### src/rtl/wb_init_pkg.sv
// Shared types and constants for the Wishbone command initiator.
package wb_init_pkg;

    typedef enum logic [1:0] {
        IDLE = 2'd0,
        REQ  = 2'd1,
        RSP  = 2'd2
    } state_t;

    localparam logic [1:0] ST_OK      = 2'b00;
    localparam logic [1:0] ST_ERR     = 2'b01;
    localparam logic [1:0] ST_TIMEOUT = 2'b10;

    // Width of the wait counter; a disabled timeout still needs one bit.
    function automatic int unsigned cnt_width(input int unsigned limit);
        return (limit == 0) ? 1 : $clog2(limit + 1);
    endfunction

endpackage

### src/rtl/wb_cmd_initiator_if.sv
// Wishbone classic-cycle bus between the initiator (master) and a peripheral (slave).
interface wb_cmd_initiator_if #(
    parameter int unsigned ADDR_WIDTH = 32,
    parameter int unsigned DATA_WIDTH = 32,
    parameter int unsigned SEL_WIDTH  = 4
);
    logic                  wbm_cyc_o;
    logic                  wbm_stb_o;
    logic                  wbm_we_o;
    logic [SEL_WIDTH-1:0]  wbm_sel_o;
    logic [ADDR_WIDTH-1:0] wbm_adr_o;
    logic [DATA_WIDTH-1:0] wbm_dat_o;
    logic [DATA_WIDTH-1:0] wbm_dat_i;
    logic                  wbm_ack_i;
    logic                  wbm_err_i;

    modport master (
        output wbm_cyc_o, wbm_stb_o, wbm_we_o, wbm_sel_o, wbm_adr_o, wbm_dat_o,
        input  wbm_dat_i, wbm_ack_i, wbm_err_i
    );

    modport slave (
        input  wbm_cyc_o, wbm_stb_o, wbm_we_o, wbm_sel_o, wbm_adr_o, wbm_dat_o,
        output wbm_dat_i, wbm_ack_i, wbm_err_i
    );
endinterface

### src/rtl/wb_init_cmd_fifo.sv
// Synchronous command FIFO; head entry is read straight from the storage registers.
module wb_init_cmd_fifo #(
    parameter int unsigned WIDTH = 69,
    parameter int unsigned DEPTH = 4
) (
    input  logic             clk,
    input  logic             rst,
    input  logic             wr_en,
    input  logic [WIDTH-1:0] wr_data,
    input  logic             rd_en,
    output logic [WIDTH-1:0] rd_data,
    output logic             full,
    output logic             empty
);
    localparam int unsigned PW = $clog2(DEPTH);

    logic [WIDTH-1:0] mem [DEPTH];
    logic [PW-1:0]    wr_ptr;
    logic [PW-1:0]    rd_ptr;
    logic [PW:0]      count;
    logic             do_wr;
    logic             do_rd;

    // A push is refused whenever full, even if a pop happens on the same edge.
    assign do_wr   = wr_en && !full;
    assign do_rd   = rd_en && !empty;
    assign full    = (count == (PW + 1)'(DEPTH));
    assign empty   = (count == '0);
    assign rd_data = mem[rd_ptr];

    always_ff @(posedge clk) begin
        if (rst) begin
            wr_ptr <= '0;
            rd_ptr <= '0;
            count  <= '0;
        end else begin
            if (do_wr) wr_ptr <= wr_ptr + 1'b1;
            if (do_rd) rd_ptr <= rd_ptr + 1'b1;
            case ({do_wr, do_rd})
                2'b10:   count <= count + 1'b1;
                2'b01:   count <= count - 1'b1;
                default: count <= count;
            endcase
        end
    end

    always_ff @(posedge clk) begin
        if (do_wr) mem[wr_ptr] <= wr_data;
    end

endmodule

### src/rtl/wb_cmd_initiator.sv
// Wishbone classic-cycle initiator: queued single read/write commands in, one
// response per command out, strictly in order.
module wb_cmd_initiator
    import wb_init_pkg::*;
#(
    parameter int unsigned ADDR_WIDTH     = 32,
    parameter int unsigned DATA_WIDTH     = 32,
    parameter int unsigned SEL_WIDTH      = 4,
    parameter int unsigned CMD_DEPTH      = 4,
    parameter int unsigned TIMEOUT_CYCLES = 255
) (
    input  logic                  wb_clk_i,
    input  logic                  wb_rst_i,
    input  logic                  cmd_valid_i,
    output logic                  cmd_ready_o,
    input  logic                  cmd_we_i,
    input  logic [ADDR_WIDTH-1:0] cmd_adr_i,
    input  logic [DATA_WIDTH-1:0] cmd_dat_i,
    input  logic [SEL_WIDTH-1:0]  cmd_sel_i,
    output logic                  rsp_valid_o,
    input  logic                  rsp_ready_i,
    output logic [DATA_WIDTH-1:0] rsp_dat_o,
    output logic [1:0]            rsp_status_o,
    output logic                  busy_o,
    wb_cmd_initiator_if.master    wbm
);
    localparam int unsigned    CMD_W   = 1 + ADDR_WIDTH + DATA_WIDTH + SEL_WIDTH;
    localparam int unsigned    TW      = cnt_width(TIMEOUT_CYCLES);
    localparam logic [TW-1:0]  T_LIMIT = TW'(TIMEOUT_CYCLES);

    state_t                state;
    state_t                state_nxt;
    logic                  fifo_full;
    logic                  fifo_empty;
    logic                  fifo_pop;
    logic [CMD_W-1:0]      fifo_head;

    logic                  we_q;
    logic [ADDR_WIDTH-1:0] adr_q;
    logic [DATA_WIDTH-1:0] dat_q;
    logic [SEL_WIDTH-1:0]  sel_q;
    logic [TW-1:0]         tcnt;
    logic [TW-1:0]         tcnt_inc;
    logic                  timeout_hit;

    logic                  rsp_load;
    logic [DATA_WIDTH-1:0] rsp_dat_q;
    logic [DATA_WIDTH-1:0] rsp_dat_nxt;
    logic [1:0]            rsp_status_q;
    logic [1:0]            rsp_status_nxt;

    wb_init_cmd_fifo #(
        .WIDTH (CMD_W),
        .DEPTH (CMD_DEPTH)
    ) u_cmd_fifo (
        .clk     (wb_clk_i),
        .rst     (wb_rst_i),
        .wr_en   (cmd_valid_i),
        .wr_data ({cmd_we_i, cmd_adr_i, cmd_dat_i, cmd_sel_i}),
        .rd_en   (fifo_pop),
        .rd_data (fifo_head),
        .full    (fifo_full),
        .empty   (fifo_empty)
    );

    assign cmd_ready_o = !fifo_full;
    assign tcnt_inc    = tcnt + 1'b1;
    // tcnt counts completed REQ cycles, so the limit is hit on the last allowed one.
    assign timeout_hit = (TIMEOUT_CYCLES != 0) && (tcnt_inc == T_LIMIT);

    always_ff @(posedge wb_clk_i) begin
        if (wb_rst_i) state <= IDLE;
        else          state <= state_nxt;
    end

    always_comb begin
        state_nxt      = state;
        fifo_pop       = 1'b0;
        rsp_load       = 1'b0;
        rsp_dat_nxt    = '0;
        rsp_status_nxt = ST_OK;
        case (state)
            IDLE: begin
                if (!fifo_empty) begin
                    fifo_pop  = 1'b1;
                    state_nxt = REQ;
                end
            end
            REQ: begin
                // err takes priority over a simultaneous ack and discards read data.
                if (wbm.wbm_err_i) begin
                    rsp_load       = 1'b1;
                    rsp_status_nxt = ST_ERR;
                    state_nxt      = RSP;
                end else if (wbm.wbm_ack_i) begin
                    rsp_load       = 1'b1;
                    rsp_status_nxt = ST_OK;
                    rsp_dat_nxt    = we_q ? '0 : wbm.wbm_dat_i;
                    state_nxt      = RSP;
                end else if (timeout_hit) begin
                    rsp_load       = 1'b1;
                    rsp_status_nxt = ST_TIMEOUT;
                    state_nxt      = RSP;
                end
            end
            RSP: begin
                if (rsp_ready_i) state_nxt = IDLE;
            end
            default: state_nxt = IDLE;
        endcase
    end

    always_ff @(posedge wb_clk_i) begin
        if (wb_rst_i) begin
            we_q         <= 1'b0;
            adr_q        <= '0;
            dat_q        <= '0;
            sel_q        <= '0;
            tcnt         <= '0;
            rsp_dat_q    <= '0;
            rsp_status_q <= ST_OK;
        end else begin
            if (fifo_pop) begin
                {we_q, adr_q, dat_q, sel_q} <= fifo_head;
                tcnt <= '0;
            end else if (state == REQ) begin
                tcnt <= tcnt_inc;
            end
            if (rsp_load) begin
                rsp_dat_q    <= rsp_dat_nxt;
                rsp_status_q <= rsp_status_nxt;
            end
        end
    end

    assign wbm.wbm_cyc_o = (state == REQ);
    assign wbm.wbm_stb_o = (state == REQ);
    assign wbm.wbm_we_o  = we_q;
    assign wbm.wbm_adr_o = adr_q;
    assign wbm.wbm_dat_o = dat_q;
    assign wbm.wbm_sel_o = sel_q;

    assign rsp_valid_o  = (state == RSP);
    assign rsp_dat_o    = rsp_dat_q;
    assign rsp_status_o = rsp_status_q;
    assign busy_o       = !fifo_empty || (state != IDLE);

endmodule
### src/flat_wrapper.sv
// flat-port wrapper written by rule: the top's interface ports become plain ports
module wb_cmd_initiator_flat import wb_init_pkg::*;
#(
    parameter int unsigned ADDR_WIDTH     = 32,
    parameter int unsigned DATA_WIDTH     = 32,
    parameter int unsigned SEL_WIDTH      = 4,
    parameter int unsigned CMD_DEPTH      = 4,
    parameter int unsigned TIMEOUT_CYCLES = 255
)
  (wb_clk_i, wb_rst_i, cmd_valid_i, cmd_ready_o, cmd_we_i, cmd_adr_i, cmd_dat_i, cmd_sel_i, rsp_valid_o, rsp_ready_i, rsp_dat_o, rsp_status_o, busy_o, wbm_wbm_cyc_o, wbm_wbm_stb_o, wbm_wbm_we_o, wbm_wbm_sel_o, wbm_wbm_adr_o, wbm_wbm_dat_o, wbm_wbm_dat_i, wbm_wbm_ack_i, wbm_wbm_err_i);
  wb_cmd_initiator_if #(.ADDR_WIDTH(ADDR_WIDTH), .DATA_WIDTH(DATA_WIDTH), .SEL_WIDTH(SEL_WIDTH)) wbm_i ();
  input  logic wb_clk_i;
  input  logic wb_rst_i;
  input  logic cmd_valid_i;
  output logic cmd_ready_o;
  input  logic cmd_we_i;
  input  logic [ADDR_WIDTH-1:0] cmd_adr_i;
  input  logic [DATA_WIDTH-1:0] cmd_dat_i;
  input  logic [SEL_WIDTH-1:0] cmd_sel_i;
  output logic rsp_valid_o;
  input  logic rsp_ready_i;
  output logic [DATA_WIDTH-1:0] rsp_dat_o;
  output logic [1:0] rsp_status_o;
  output logic busy_o;
  output wire logic [$bits(wbm_i.wbm_cyc_o)-1:0] wbm_wbm_cyc_o;
  output wire logic [$bits(wbm_i.wbm_stb_o)-1:0] wbm_wbm_stb_o;
  output wire logic [$bits(wbm_i.wbm_we_o)-1:0] wbm_wbm_we_o;
  output wire logic [$bits(wbm_i.wbm_sel_o)-1:0] wbm_wbm_sel_o;
  output wire logic [$bits(wbm_i.wbm_adr_o)-1:0] wbm_wbm_adr_o;
  output wire logic [$bits(wbm_i.wbm_dat_o)-1:0] wbm_wbm_dat_o;
  input wire logic [$bits(wbm_i.wbm_dat_i)-1:0] wbm_wbm_dat_i;
  input wire logic [$bits(wbm_i.wbm_ack_i)-1:0] wbm_wbm_ack_i;
  input wire logic [$bits(wbm_i.wbm_err_i)-1:0] wbm_wbm_err_i;
  assign wbm_wbm_cyc_o = wbm_i.wbm_cyc_o;
  assign wbm_wbm_stb_o = wbm_i.wbm_stb_o;
  assign wbm_wbm_we_o = wbm_i.wbm_we_o;
  assign wbm_wbm_sel_o = wbm_i.wbm_sel_o;
  assign wbm_wbm_adr_o = wbm_i.wbm_adr_o;
  assign wbm_wbm_dat_o = wbm_i.wbm_dat_o;
  assign wbm_i.wbm_dat_i = wbm_wbm_dat_i;
  assign wbm_i.wbm_ack_i = wbm_wbm_ack_i;
  assign wbm_i.wbm_err_i = wbm_wbm_err_i;
  wb_cmd_initiator #(.ADDR_WIDTH(ADDR_WIDTH), .DATA_WIDTH(DATA_WIDTH), .SEL_WIDTH(SEL_WIDTH), .CMD_DEPTH(CMD_DEPTH), .TIMEOUT_CYCLES(TIMEOUT_CYCLES)) u_core (.wb_clk_i(wb_clk_i), .wb_rst_i(wb_rst_i), .cmd_valid_i(cmd_valid_i), .cmd_ready_o(cmd_ready_o), .cmd_we_i(cmd_we_i), .cmd_adr_i(cmd_adr_i), .cmd_dat_i(cmd_dat_i), .cmd_sel_i(cmd_sel_i), .rsp_valid_o(rsp_valid_o), .rsp_ready_i(rsp_ready_i), .rsp_dat_o(rsp_dat_o), .rsp_status_o(rsp_status_o), .busy_o(busy_o), .wbm(wbm_i));
endmodule
### config.mk
export PLATFORM = sky130hd
export DESIGN_NAME = wb_cmd_initiator_flat
export DESIGN_NICKNAME = d
export VERILOG_FILES = /design/src/rtl/wb_init_pkg.sv /design/src/rtl/wb_cmd_initiator_if.sv /design/src/rtl/wb_init_cmd_fifo.sv /design/src/rtl/wb_cmd_initiator.sv /design/src/flat_wrapper.sv
export SDC_FILE = /design/constraint.sdc
export NUM_CORES = 1
export LEC_CHECK = 0
export BUFFER_PORTS_ARGS = -buffer_cell sky130_fd_sc_hd__buf_2
export CAP_MARGIN = 30
export CORE_MARGIN = 2
export CORE_UTILIZATION = 35
export CTS_CLUSTER_SIZE = 16
export DETAILED_ROUTE_END_ITERATION = 7
export PLACE_DENSITY = 0.55
export SETUP_SLACK_MARGIN = 0.1
export SYNTH_ARGS = -nofsm -noshare
export SYNTH_HDL_FRONTEND = slang
export SYNTH_SLANG_ARGS = --single-unit
### constraint.sdc
create_clock -name wb_clk_i -period 7.8 [get_ports wb_clk_i]
set_input_delay 0.78 -clock wb_clk_i [delete_from_list [all_inputs] [get_ports wb_clk_i]]
set_output_delay 0.78 -clock wb_clk_i [all_outputs]
set_load 0.1 [all_outputs]
==> results.md, run 1 <==
* Status: completed
* Syn avg cell area at between 15 and 20 sq um
* Die Y-Extent at between 200 and 250 um
* Worst EP required at around 7.0 ns
* Fin Setup TNS at 0 ns
* Hold Vio Cnt, Final at 0
* Top-count cell post-synth: edfxtp_1
* Rel. slew slack at 0.429
* Ant. Diodes at 0
* Sequential Power Share at 0.375
* Initial antenna violation count at 2
* Synth Warn # at 0
* Routed WL at 31.5 mm
* Synth Net Count at 970
* Residual DRC at 0
* Die Area at 42,400 sq um
* Final Max Slew Viols at 0
* Place WS at 5.14 ns
* CTS H-tree depth at 2
* Final min period at 2.67 ns
* Leak pwr at 6.24 nW
* Hold Crit Class: input port to register
* Number of max-cap violations at 0
* Nets@finish at 1,191
* CORE AREA at 40,000 sq um
* #FFs+latches synth at 396
* Clock Tree Root: clkbuf_16
* Yosys top cell area share at 0.581
* Clock Latency Late Sink at 0.55 ns
* Largest net degree at the start of global routing at a little under 60
* Tcrit/Tclk final at 0.343
* Synth cell count leaders: 276 x edfxtp_1, 148 x nand2_1, 120 x dfxtp_1
* Yosys top cell by area: edfxtp_1
* Post-CTS Hold Fix Bufs at 0
* DRT iter0 DRCs at 416
* P&R area growth vs syn at 21.5%
* Yosys cell types at 42
* Crit path DAT at 1.89 ns
* Syn Inst Count at 855
* Max Fclk at 374 MHz
* Internal at 0.00444 W
* Std cell rows at 73
* Drt first pass iters at 4
* Layout cells sized above 1 at 0.339
* Post-CTS Setup Repair Bufs at 0
* Tot Pwr at about 0.0075 W
* Synth top area cells: edfxtp_1 58%, dfxtp_1 17%, mux4_2 11%
* Crit. End Element: output port
* DP Wirelength at 18.4 mm
* CP Max Fanout at 12
* Critical path class: register to output port
* Clock network power share at 0.265
* RD Place Congestion at 0.708
* Total track usage at 0.148
* Maximum VDD drop at around 0.00032 V
* Clock Skew at 0.0110 ns
* Hold WS at 0.438 ns
* CTS max path bufs at 3
* Cell Area, Synth at 14,300 sq um
* Top_reg_cell synth: edfxtp_1
* Final worst setup slack at between 5 and 6 ns
* Async set or reset register ratio after synthesis at 0
* Final setup fails at 0
* Net switching power at 0.00305 W
* Unrepaired setup endpoints after global routing: no
* Vias in the first global route at between 8,000 and 9,000
* Global route total overflow at 0
* Sw frac at 0.407
* Post-synth EDFFs at about 280
* Clock Sinks at about 400
* First-pass GRT wire length at 47.0 mm
* Wire per inst at between 15 and 20 um
* I/O Pins at 215
* Num CTS Buffers at 43
* Comb pwr share at 0.360
* Slew @ Worst Pin at 0.856 ns
* Pwr/cell area at approximately 430 nW/um^2
* Clk slew on worst S/H paths at 0.06 ns
* Die Wd at 206 um
* CTS tree: built
* Startpoint types: register
* PostCTS Resize Cnt at 0
* Antenna Nets Post-Route at 0
* Starting Density at 0.357
* Vias at ~8,000
* Register area share after synthesis at 0.749
* Vias per cell at roughly 4.8
* Port Buf Inserts at 214
layer usage:
layer,share of wire,track usage
met4,0.022,0.0508
met1,0.43,0.192
met2,0.48,0.245
met3,0.061,0.0342
met5,0.00070,0
area by class of cell:
cell class / instances / area [sq um]
tap: 525 / 657
sequential: 396 / 10700
inverter: 11 / 42.5
timing repair buffer: 226 / 1200
multi-input combinational: 398 / 3350
clock buffer: 59 / 1250
clock inverter: 19 / 148
fill: 3622 / 22700
kinds of logic after synthesis:
| logic type | Yosys count | synth area share |
|---|---|---|
| mux | 69 | 0.109 |
| xor+xnor | 15 | 0.00920 |
| compound gates | 113 | 0.0501 |
| buf+inv | 61 | 0.0187 |
| flops | 396 | 0.749 |
| fa+ha+maj | 8 | 0.00754 |
| simple gates | 193 | 0.0567 |
worst max-delay path: stages, from the launching register on:
cell      delay (ns)
dfxtp_1         0.39
nand2b_4        0.11
inv_1           0.33
buf_2           0.51
power by group through the flow:
stage               registers (W)  clock network (W)  logic, W
global placement          0.00286                  0   0.00267
global route              0.00286            0.00212   0.00287
finish                    0.00281            0.00199   0.00270
floorplan                 0.00388                  0   0.00110
detailed placement        0.00287                  0   0.00274
CTS                       0.00283            0.00205   0.00274
placed cells by master (no fill, tap or decap), drive strengths merged:
master	n
nor2b	1
a21oi	73
clkbuf	59
bufinv	2
o21ba	1
edfxtp	276
buf	226
nor4	1
nor3	10
nor3b	1
nand3	5
dfxtp	120
xor2	9
nand2b	3
nand3b	1
and4	1
a2111oi	1
or3	1
o21ai	1
fa	1
o41ai	1
clkinv	16
mux4	69
a22oi	1
a22o	32
nand2	148
and2	1
nor2	14
inv	10
clkinvlp	2
or4	1
and3	4
xnor2	6
a31oi	3
ha	7
nand4	1
per-stage QoR:
stage                     cell area, sq um   util  cells
final                                17300  0.434   1634
after global routing                 17300  0.434   1634
after global placement               15900  0.397   1554
after CTS                            17300  0.434   1634
after floorplan                      14300      -    855
after detailed placement             16000  0.399   1556
state kept, by name (all words and copies together), names as in the netlist:
register                  cells
u_core.rsp_status_o           2
u_core.u_cmd_fifo.count       3
u_core.u_cmd_fifo.rd_ptr      2
u_core.u_cmd_fifo.mem       276
u_core.u_cmd_fifo.wr_ptr      2
u_core.wbm.wbm_adr_o         32
u_core.rsp_dat_o             32
u_core.wbm.wbm_we_o           1
u_core.state                  2
u_core.wbm.wbm_sel_o          4
u_core.tcnt                   8
u_core.wbm.wbm_dat_o         32
path summary, 6_finish.rpt:
kind / endpoint / slack (ns) / startpoint / depth (start not counted)
worst min-delay path: u_core.u_cmd_fifo.mem[0][23]$_DFFE_PP_ / 0.44 / cmd_dat_i[19] / 1
worst min register to register: u_core.wbm.wbm_adr_o[24]$_SDFFE_PP0P_ / 0.45 / u_core.wbm.wbm_adr_o[24]$_SDFFE_PP0P_ / 2
worst max-delay path: wbm_wbm_stb_o / 5.13 / u_core.state[0]$_SDFFE_PP0P_ / 3
worst max register to register: u_core.u_cmd_fifo.count[2]$_SDFFE_PP0P_ / 5.18 / u_core.state[0]$_SDFFE_PP0P_ / 10
(Power assumes the default switching activity.)
==> inputs of run 2 (changes only) <==
==> constraint.sdc (replaced) <==
create_clock -name wb_clk_i -period 2.7 [get_ports wb_clk_i]
set_input_delay 0.27 -clock wb_clk_i [delete_from_list [all_inputs] [get_ports wb_clk_i]]
set_output_delay 0.27 -clock wb_clk_i [all_outputs]
set_load 0.1 [all_outputs]
==> run 2 against run 1 <==
Against the previous run: design area up 7.4%; sequential power rose to 2.8 times the previous value; wire length up 2.3%; total power rose to 3.0 times the previous value; global-route usage increased by 0.50 points; hold slack got worse by 0.39 ns; sequential cell count is the same; clock skew grew 0.0054 ns; critical path depth is 7 higher; register-to-register slack got worse by 4.7 ns.
==> results.md, run 2 (synthesis gave the netlist of run 1 again) <==
* Crit path DAT at 2.69 ns (+0.80 ns)
* Final Max Slew Viols at 0 (unchanged)
* Most frequent cells in the layout: 276 x edfxtp_1, 213 x buf_2, 148 x nand2_1
* Global route total overflow at 0 (unchanged)
* Tot Pwr at 0.0223 W (+200%)
* Hold Crit Class: input port to register
* Residual DRC at 0 (unchanged)
* Number of max-cap violations at 0 (unchanged)
* WHS Path Cells at 3 (+2)
* Sw frac at 0.398 (-0.00907)
* CP Max Fanout at 6 (-6)
* Rel. slew slack at 0.366 (-0.0631)
* R2R cell count at 10 (unchanged)
* Final setup fails at 0 (unchanged)
* Vias in the first global route at 8,833 (+9.3%)
* Hold Vio Cnt, Final at 0 (unchanged)
* Pwr/cell area at 1200 nW/um^2 (+180%)
* Tcrit/Tclk final at 0.822
* Vias per cell at 4.74 (-1.7%)
* Fin Setup TNS at 0 ns (unchanged)
* Startpoint types: register
* Clock Sinks at 396 (unchanged)
* WP buf/inv at 3 (+1)
* Slowest cell on the critical path: fa_1
* Maximum VDD drop at 0.000868 V (+180%)
* CP peak stage delay at 0.43 ns (-0.08 ns)
* Critical R2R Launch: u_core.u_cmd_fifo.count[0]$_SDFFE_PP0P_
* Most frequent CP cell: inv_1
* Final min period at 2.22 ns
* Net switching power at 0.00889 W (+190%)
* Critical path class: register to register
* Die Area at 42,400 sq um (unchanged)
* Comb pwr share at 0.365 (+0.005)
* Delay-heaviest family, CP: simple AND/OR/NAND/NOR gates
* Final core utilization at 0.466 (+0.0319)
* Port Buf Inserts at 214 (unchanged)
* FF-to-FF End: u_core.u_cmd_fifo.count[2]$_SDFFE_PP0P_
* Vias at 8,283 (+5.0%)
* Nets@finish at 1,303 (+9.4%)
* Die Y-Extent at 206 um (unchanged)
* Post-CTS Hold Fix Bufs at 102 (+102)
* Clock network power share at 0.279 (+0.014)
* Largest net degree at the start of global routing at 70 (+21%)
* R2r setup slk at 0.48 ns (-4.70 ns)
* Layout cells sized above 1 at 0.319 (-0.0205)
* Die Wd at 206 um (unchanged)
* Most common cell after layout, fill and taps aside: edfxtp_1
* Routed WL at 32.2 mm (+2.3%)
* Largest register FFs at 276 (unchanged)
* P&R area growth vs syn at 30.5%
* Clock Latency Late Sink at 0.55 ns (about the same)
* CP cell instances: inv_1, nand3_4, and2_1, inv_1, ha_1, inv_1, fa_1, xor2_1, or3_1, a21oi_1
* CTS max path bufs at 3 (unchanged)
* Total track usage at 0.153 (+0.00504)
* Clock Skew at 0.0164 ns (+0.00540 ns)
* Final worst setup slack at 0.479 ns (-4.65 ns)
* Fill cells at 3,527 (-2.6%)
* CORE AREA at 40,000 sq um (unchanged)
* Max Fclk at 450 MHz
* Clk slew on worst S/H paths at 0.06 ns (about the same)
* Ant. Diodes at 0 (unchanged)
* Hold path start: wbm_wbm_ack_i
* First-pass GRT wire length at 49.3 mm (+4.8%)
* Post-CTS Setup Repair Bufs at 0 (unchanged)
* I/O Pins at 215 (unchanged)
* Unrepaired setup endpoints after global routing: no
* CTS tree: built
* Num CTS Buffers at 43 (unchanged)
* Worst hold endpoint: u_core.rsp_status_o[0]$_SDFFE_PP0P_
* Std cell rows at 73 (unchanged)
* DP Wirelength at 18.8 mm (+2.3%)
* CTS H-tree depth at 2 (unchanged)
* Sequential Power Share at 0.357 (-0.018)
* DRT iter0 DRCs at 505 (+21%)
* PostCTS Resize Cnt at 0 (unchanged)
* Drt first pass iters at 4 (unchanged)
* Place WS at 0.483 ns (-4.66 ns)
* Initial antenna violation count at 1 (-1)
* Worst EP required at 3.17 ns (-3.85 ns)
* Slew @ Worst Pin at 0.951 ns (+0.0946 ns)
* Clock Tree Root: clkbuf_16
* RD Place Congestion at 0.740 (+4.5%)
* Crit. End Element: register
* Largest reg by FF count: u_core.u_cmd_fifo.mem
* Wire per inst at 18.5 um (-4.2%)
* Antenna Nets Post-Route at 0 (unchanged)
* Status: completed
* Leak pwr at 6.78 nW (+8.7%)
* Starting Density at 0.357 (unchanged)
* Internal at 0.0134 W (+200%)
-- run 2: cell count changes in the layout (fill, tap and decap cells not counted), sizes merged --
cell and delta:
dlygate4sd3 +102, buf +10, clkbuf -8, bufinv +7
clkinv +1, clkinvlp -1, inv +1
-- run 2: worst max-delay path by stage --
stage / from / end / slack (ns) / depth (start not counted)
floorplan: u_core.u_cmd_fifo.count[2]$_SDFFE_PP0P_ / u_core.u_cmd_fifo.count[2]$_SDFFE_PP0P_ / 0.24 / 11
global placement: u_core.u_cmd_fifo.count[0]$_SDFFE_PP0P_ / u_core.u_cmd_fifo.count[2]$_SDFFE_PP0P_ / 0.53 / 10
detailed placement: u_core.u_cmd_fifo.count[0]$_SDFFE_PP0P_ / u_core.u_cmd_fifo.count[2]$_SDFFE_PP0P_ / 0.48 / 10
CTS: u_core.u_cmd_fifo.count[0]$_SDFFE_PP0P_ / u_core.u_cmd_fifo.count[2]$_SDFFE_PP0P_ / 0.47 / 10
global route: u_core.u_cmd_fifo.count[0]$_SDFFE_PP0P_ / u_core.u_cmd_fifo.count[2]$_SDFFE_PP0P_ / 0.32 / 10
finish: u_core.u_cmd_fifo.count[0]$_SDFFE_PP0P_ / u_core.u_cmd_fifo.count[2]$_SDFFE_PP0P_ / 0.48 / 10
-- run 2: area by class of cell --
cell class,count,area (sq um),area share
Multi-Input combinational cell,398,3360,0.181
Inverter,11,42.5,0.00228
Tap cell,525,657,0.0353
Clock inverter,27,368,0.0198
Timing Repair Buffer,338,2360,0.127
Clock buffer,51,1140,0.0610
Sequential cell,396,10700,0.574
-- run 2: per-stage QoR --
step | instances | cell area, sq um | hold slack [ns]
after global routing | 1746 | 18600 | 0.0465
after global placement | 1565 | 16100 | 0.438
after CTS | 1746 | 18600 | 0.0103
after floorplan | 855 | 14300 | 0.369
final | 1746 | 18600 | 0.0508
after detailed placement | 1566 | 16100 | 0.446
-- run 2: metal layers --
metal / wire length, um / part of all wire / vias to the layer above / GRT usage
met5: 13 / 0.00040 / - / 0
met4: 837 / 0.026 / 2 / 0.0526
met3: 2010 / 0.062 / 65 / 0.0399
met2: 15900 / 0.49 / 227 / 0.261
met1: 13500 / 0.42 / 4085 / 0.189
li1: - / - / 3904 / -
-- run 2: worst min-delay path: cells and delay by family --
kind	cells	cell delay (ns)
AOI/OAI and AO/OA	1	0.07
and+or+nand+nor	1	0.10
buffers and inverters	1	0.09
-- run 2: power groups by stage --
stage | sequential (W) | combinational, W | clock [W]
global route | 0.00806 | 0.00869 | 0.00663
floorplan | 0.0112 | 0.00320 | 0
global placement | 0.00808 | 0.00809 | 0
finish | 0.00795 | 0.00814 | 0.00622
CTS | 0.00798 | 0.00829 | 0.00638
detailed placement | 0.00810 | 0.00816 | 0
==> inputs of run 3 (changes only) <==
--- a/config.mk
+++ b/config.mk
@@ -5,6 +5,7 @@
 export SDC_FILE = /design/constraint.sdc
 export NUM_CORES = 1
 export LEC_CHECK = 0
+export ABC_AREA = 1
 export BUFFER_PORTS_ARGS = -buffer_cell sky130_fd_sc_hd__buf_2
 export CAP_MARGIN = 30
 export CORE_MARGIN = 2
==> constraint.sdc (replaced) <==
create_clock -name wb_clk_i -period 2.17 [get_ports wb_clk_i]
set_input_delay 0.217 -clock wb_clk_i [delete_from_list [all_inputs] [get_ports wb_clk_i]]
set_output_delay 0.217 -clock wb_clk_i [all_outputs]
set_load 0.1 [all_outputs]
==> run 3 against run 2 <==
Against the previous run: first-iteration DRC count increased by 25%; register-to-register slack got worse by 0.25 ns; via count increased by 27%; design area increased by 3.0%; core utilization decreased by 0.71 points.
==> results.md, run 3 <==
* Status: completed
* Crit. End Element: register
* Top_reg_cell synth: edfxtp_1
* Syn avg cell area at 11.7 sq um (-30%)
* Final setup fails at 0 (unchanged)
* Yosys cell types at 29 (-31%)
* Multi-input gate area at 3690 sq um (+9.7%)
* Delay-heaviest family, CP: adder cells
* Critical R2R Launch: u_core.state[0]$_SDFFE_PP0P_
* Rel. slew slack at 0.550 (+0.184)
* R2r setup slk at 0.23 ns (-0.25 ns)
* Hold WS at 0.0935 ns (+0.0428 ns)
* Synth Warn # at 0 (unchanged)
* Crit path depth at 11 (+1)
* WP buf/inv at 2 (-1)
* CP cell instances: nor2_1, inv_1, nor2_2, nor2_4, ha_1, inv_1, fa_1, a21oi_1, o21ai_1, o21ai_1, a21oi_1
* Die Y-Extent at 210 um (+1.9%)
* Crit path to: u_core.u_cmd_fifo.count[2]$_SDFFE_PP0P_
* RD Place Congestion at 0.728 (-1.5%)
* Synth Net Count at 1,388 (+43%)
* # placed instances at 1,960 (+25%)
* Total track usage at 0.165 (+0.0119)
* CTS tree: built
* DP Wirelength at 19.4 mm (+3.1%)
* FF-to-FF End: u_core.u_cmd_fifo.count[2]$_SDFFE_PP0P_
* Wire per inst at 17.1 um (-7.3%)
* First-pass GRT wire length at 56.6 mm (+15%)
* CORE AREA at 41,900 sq um (+4.6%)
* DRT iter0 DRCs at 632 (+25%)
* Drt first pass iters at 5 (+1)
* Sequential Area at 10,700 sq um (unchanged)
* Startpoint types: register
* Hold Crit Class: input port to register
* Most frequent cells in the layout: 284 x nor2_1, 276 x edfxtp_1, 213 x o21ai_0
* Nets@finish at 1,687 (+29%)
* Vias at 10,500 (+27%)
* Max Fclk at 515 MHz (+14%)
* Yosys top cell area share at 0.559 (-0.0219)
* Comb pwr share at 0.378 (+0.013)
* Critical path class: register to register
* Port Buf Inserts at 214 (unchanged)
* Yosys top cell by area: edfxtp_1
* Unrepaired setup endpoints after global routing: yes
* Starting Density at 0.354 (-0.00238)
* I/O Pins at 215 (unchanged)
* Crit path DAT at 2.39 ns (-0.30 ns)
* Top-count cell post-synth: nor2_1
* Largest net degree at the start of global routing at 142 (+100%)
* Slowest cell on the critical path: fa_1
* Clock Latency Late Sink at 0.56 ns (about the same)
* Synth cell count leaders: 291 x nor2_1, 276 x edfxtp_1, 215 x o21ai_0
* Antenna Nets Post-Route at 0 (unchanged)
* Number of max-cap violations at 0 (unchanged)
* Num CTS Buffers at 43 (unchanged)
* Largest reg by FF count: u_core.u_cmd_fifo.mem
* Std cell rows at 75 (+2.7%)
* Fin area at 19,200 sq um (+3.0%)
* Die Area at 44,000 sq um (+3.8%)
* Slew @ Worst Pin at 0.675 ns (-0.276 ns)
* Maximum VDD drop at 0.000982 V (+13%)
* Most common cell after layout, fill and taps aside: nor2_1
* Initial antenna violation count at 3 (+2)
* Syn Inst Count at 1,273 (+49%)
* CP peak stage delay at 0.44 ns (about the same)
* Final Max Slew Viols at 0 (unchanged)
* CTS H-tree depth at 2 (unchanged)
* Final min period at 1.94 ns (-0.280 ns)
* Worst EP required at 2.62 ns (-0.55 ns)
* R2R cell count at 11 (+1)
* Clock Sinks at 396 (unchanged)
* Routed WL at 36.8 mm (+14%)
* P&R area growth vs syn at 29.3%
* Placed Area at 16,600 sq um (+3.4%)
* Largest register FFs at 276 (unchanged)
* Met1 usage at 0.204 (+0.0154)
* Post-synth EDFFs at 276 (unchanged)
* Vias per cell at 4.88 (+2.9%)
* Leak pwr at 7.10 nW (+4.8%)
* Pwr/cell area at 1450 nW/um^2 (+21%)
* Synth top area cells: edfxtp_1 56%, dfxtp_1 16%, nor2_1 7.4%
* Finished Layout Cells at 2,148 (+23%)
* #FFs+latches synth at 396 (unchanged)
* Global route total overflow at 0 (unchanged)
* Routing usage on met2 at 0.279 (+0.0179)
* Hold Vio Cnt, Final at 0 (unchanged)
* Sequential Power Share at 0.351 (-0.006)
* Final worst setup slack at 0.230 ns (-0.250 ns)
* Place WS at 0.175 ns (-0.308 ns)
* Clock Skew at 0.0256 ns (+0.00919 ns)
* CTS max path bufs at 3 (unchanged)
* Tcrit/Tclk final at 0.894 (+0.0716)
* Clock network power share at 0.271 (-0.008)
* CP Max Fanout at 3 (-3)
* Die Wd at 210 um (+1.9%)
* CP startpoint: u_core.state[0]$_SDFFE_PP0P_
* Clk slew on worst S/H paths at 0.06 ns (about the same)
* Fill cells at 3,783 (+7.3%)
* Clock Tree Root: clkbuf_16
* Layout cells sized above 1 at 0.215 (-0.103)
* Cell Area, Synth at 14,800 sq um (+3.9%)
* GR peak layer: met2
* Grt met3 use at 0.0500 (+0.0101)
* Register area share after synthesis at 0.721 (-0.0282)
* Net switching power at 0.0116 W (+31%)
* Async set or reset register ratio after synthesis at 0 (unchanged)
* Residual DRC at 0 (unchanged)
* Sw frac at 0.419 (+0.0204)
* Internal at 0.0161 W (+20%)
* Vias in the first global route at 10,200 (+16%)
run 3: cell types whose count changed after synthesis, moves of 32 or more:
cell and delta:
nor2_1 +278, o21ai_0 +214, nand2_1 -94, mux4_2 -69, a31oi_1 +66, nand4_1 +34, a21oi_1 -32, a22o_1 -32
run 3: stage by stage:
| step | total power (W) | setup TNS (ns) | util |
|---|---|---|---|
| final | 0.0277 | 0 | 0.458 |
| after global routing | 0.0292 | 0 | 0.458 |
| after CTS | 0.0281 | 0 | 0.458 |
| after detailed placement | 0.0203 | 0 | 0.398 |
| after global placement | 0.0202 | 0 | 0.398 |
| after floorplan | 0.0179 | -24.59 | - |
run 3: timing repair:
action	4_1_cts	5_1_grt
hold buffers	105	0
gates resized for setup	0	4
endpoints found under the hold margin	314	0
pin swaps	1	0
buffers inserted	1	0
endpoints found under the setup margin	2	20
run 3: cell type report:
type / count / share of cell area
flip-flops and latches: 396 / 0.558
well taps: 539 / 0.0351
diodes: 2 / 0.000261
clock inverters: 18 / 0.0132
multi-input cells: 751 / 0.192
clock buffers: 62 / 0.0635
repair buffers: 343 / 0.131
inverters: 37 / 0.00730
run 3: worst min path at each step:
stage / startpoint / depth (start not counted) / slack (ns) / to
after CTS: wb_rst_i / 2 / 0.05 / u_core.rsp_dat_o[6]$_SDFFE_PP0P_
after global routing: wb_rst_i / 2 / 0.08 / u_core.rsp_dat_o[2]$_SDFFE_PP0P_
after floorplan: cmd_sel_i[0] / 0 / 0.32 / u_core.u_cmd_fifo.mem[0][0]$_DFFE_PP_
after detailed placement: u_core.u_cmd_fifo.count[0]$_SDFFE_PP0P_ / 1 / 0.43 / u_core.u_cmd_fifo.count[0]$_SDFFE_PP0P_
after global placement: u_core.u_cmd_fifo.count[0]$_SDFFE_PP0P_ / 1 / 0.42 / u_core.u_cmd_fifo.count[0]$_SDFFE_PP0P_
final: wb_rst_i / 2 / 0.09 / u_core.rsp_dat_o[24]$_SDFFE_PP0P_
run 3: kinds of logic (layout without fill, tap and decap cells):
group | Yosys count | in the layout | synth area share
flip-flops | 396 | 396 | 0.721
adder cells (fa/ha/maj) | 8 | 8 | 0.00725
buffers and inverters | 126 | 460 | 0.0364
AND/OR/NAND/NOR | 407 | 407 | 0.114
AO/OA/AOI/OAI | 336 | 336 | 0.122
other | 0 | 2 | 0
run 3: metal layers:
metal,vias to the layer above,share of wire
met2,281,0.47
met5,-,0.00030
met3,55,0.072
met1,5008,0.44
met4,2,0.019
li1,5144,-
run 3: power groups by stage:
stage          Combinational, W  Clock (W)  Sequential, W
3_3_place_gp             0.0103          0        0.00986
5_1_grt                  0.0113    0.00802        0.00984
4_1_cts                  0.0106    0.00774        0.00974
2_1_floorplan           0.00435          0         0.0135
6_report                 0.0105    0.00753        0.00973
3_5_place_dp             0.0104          0        0.00988
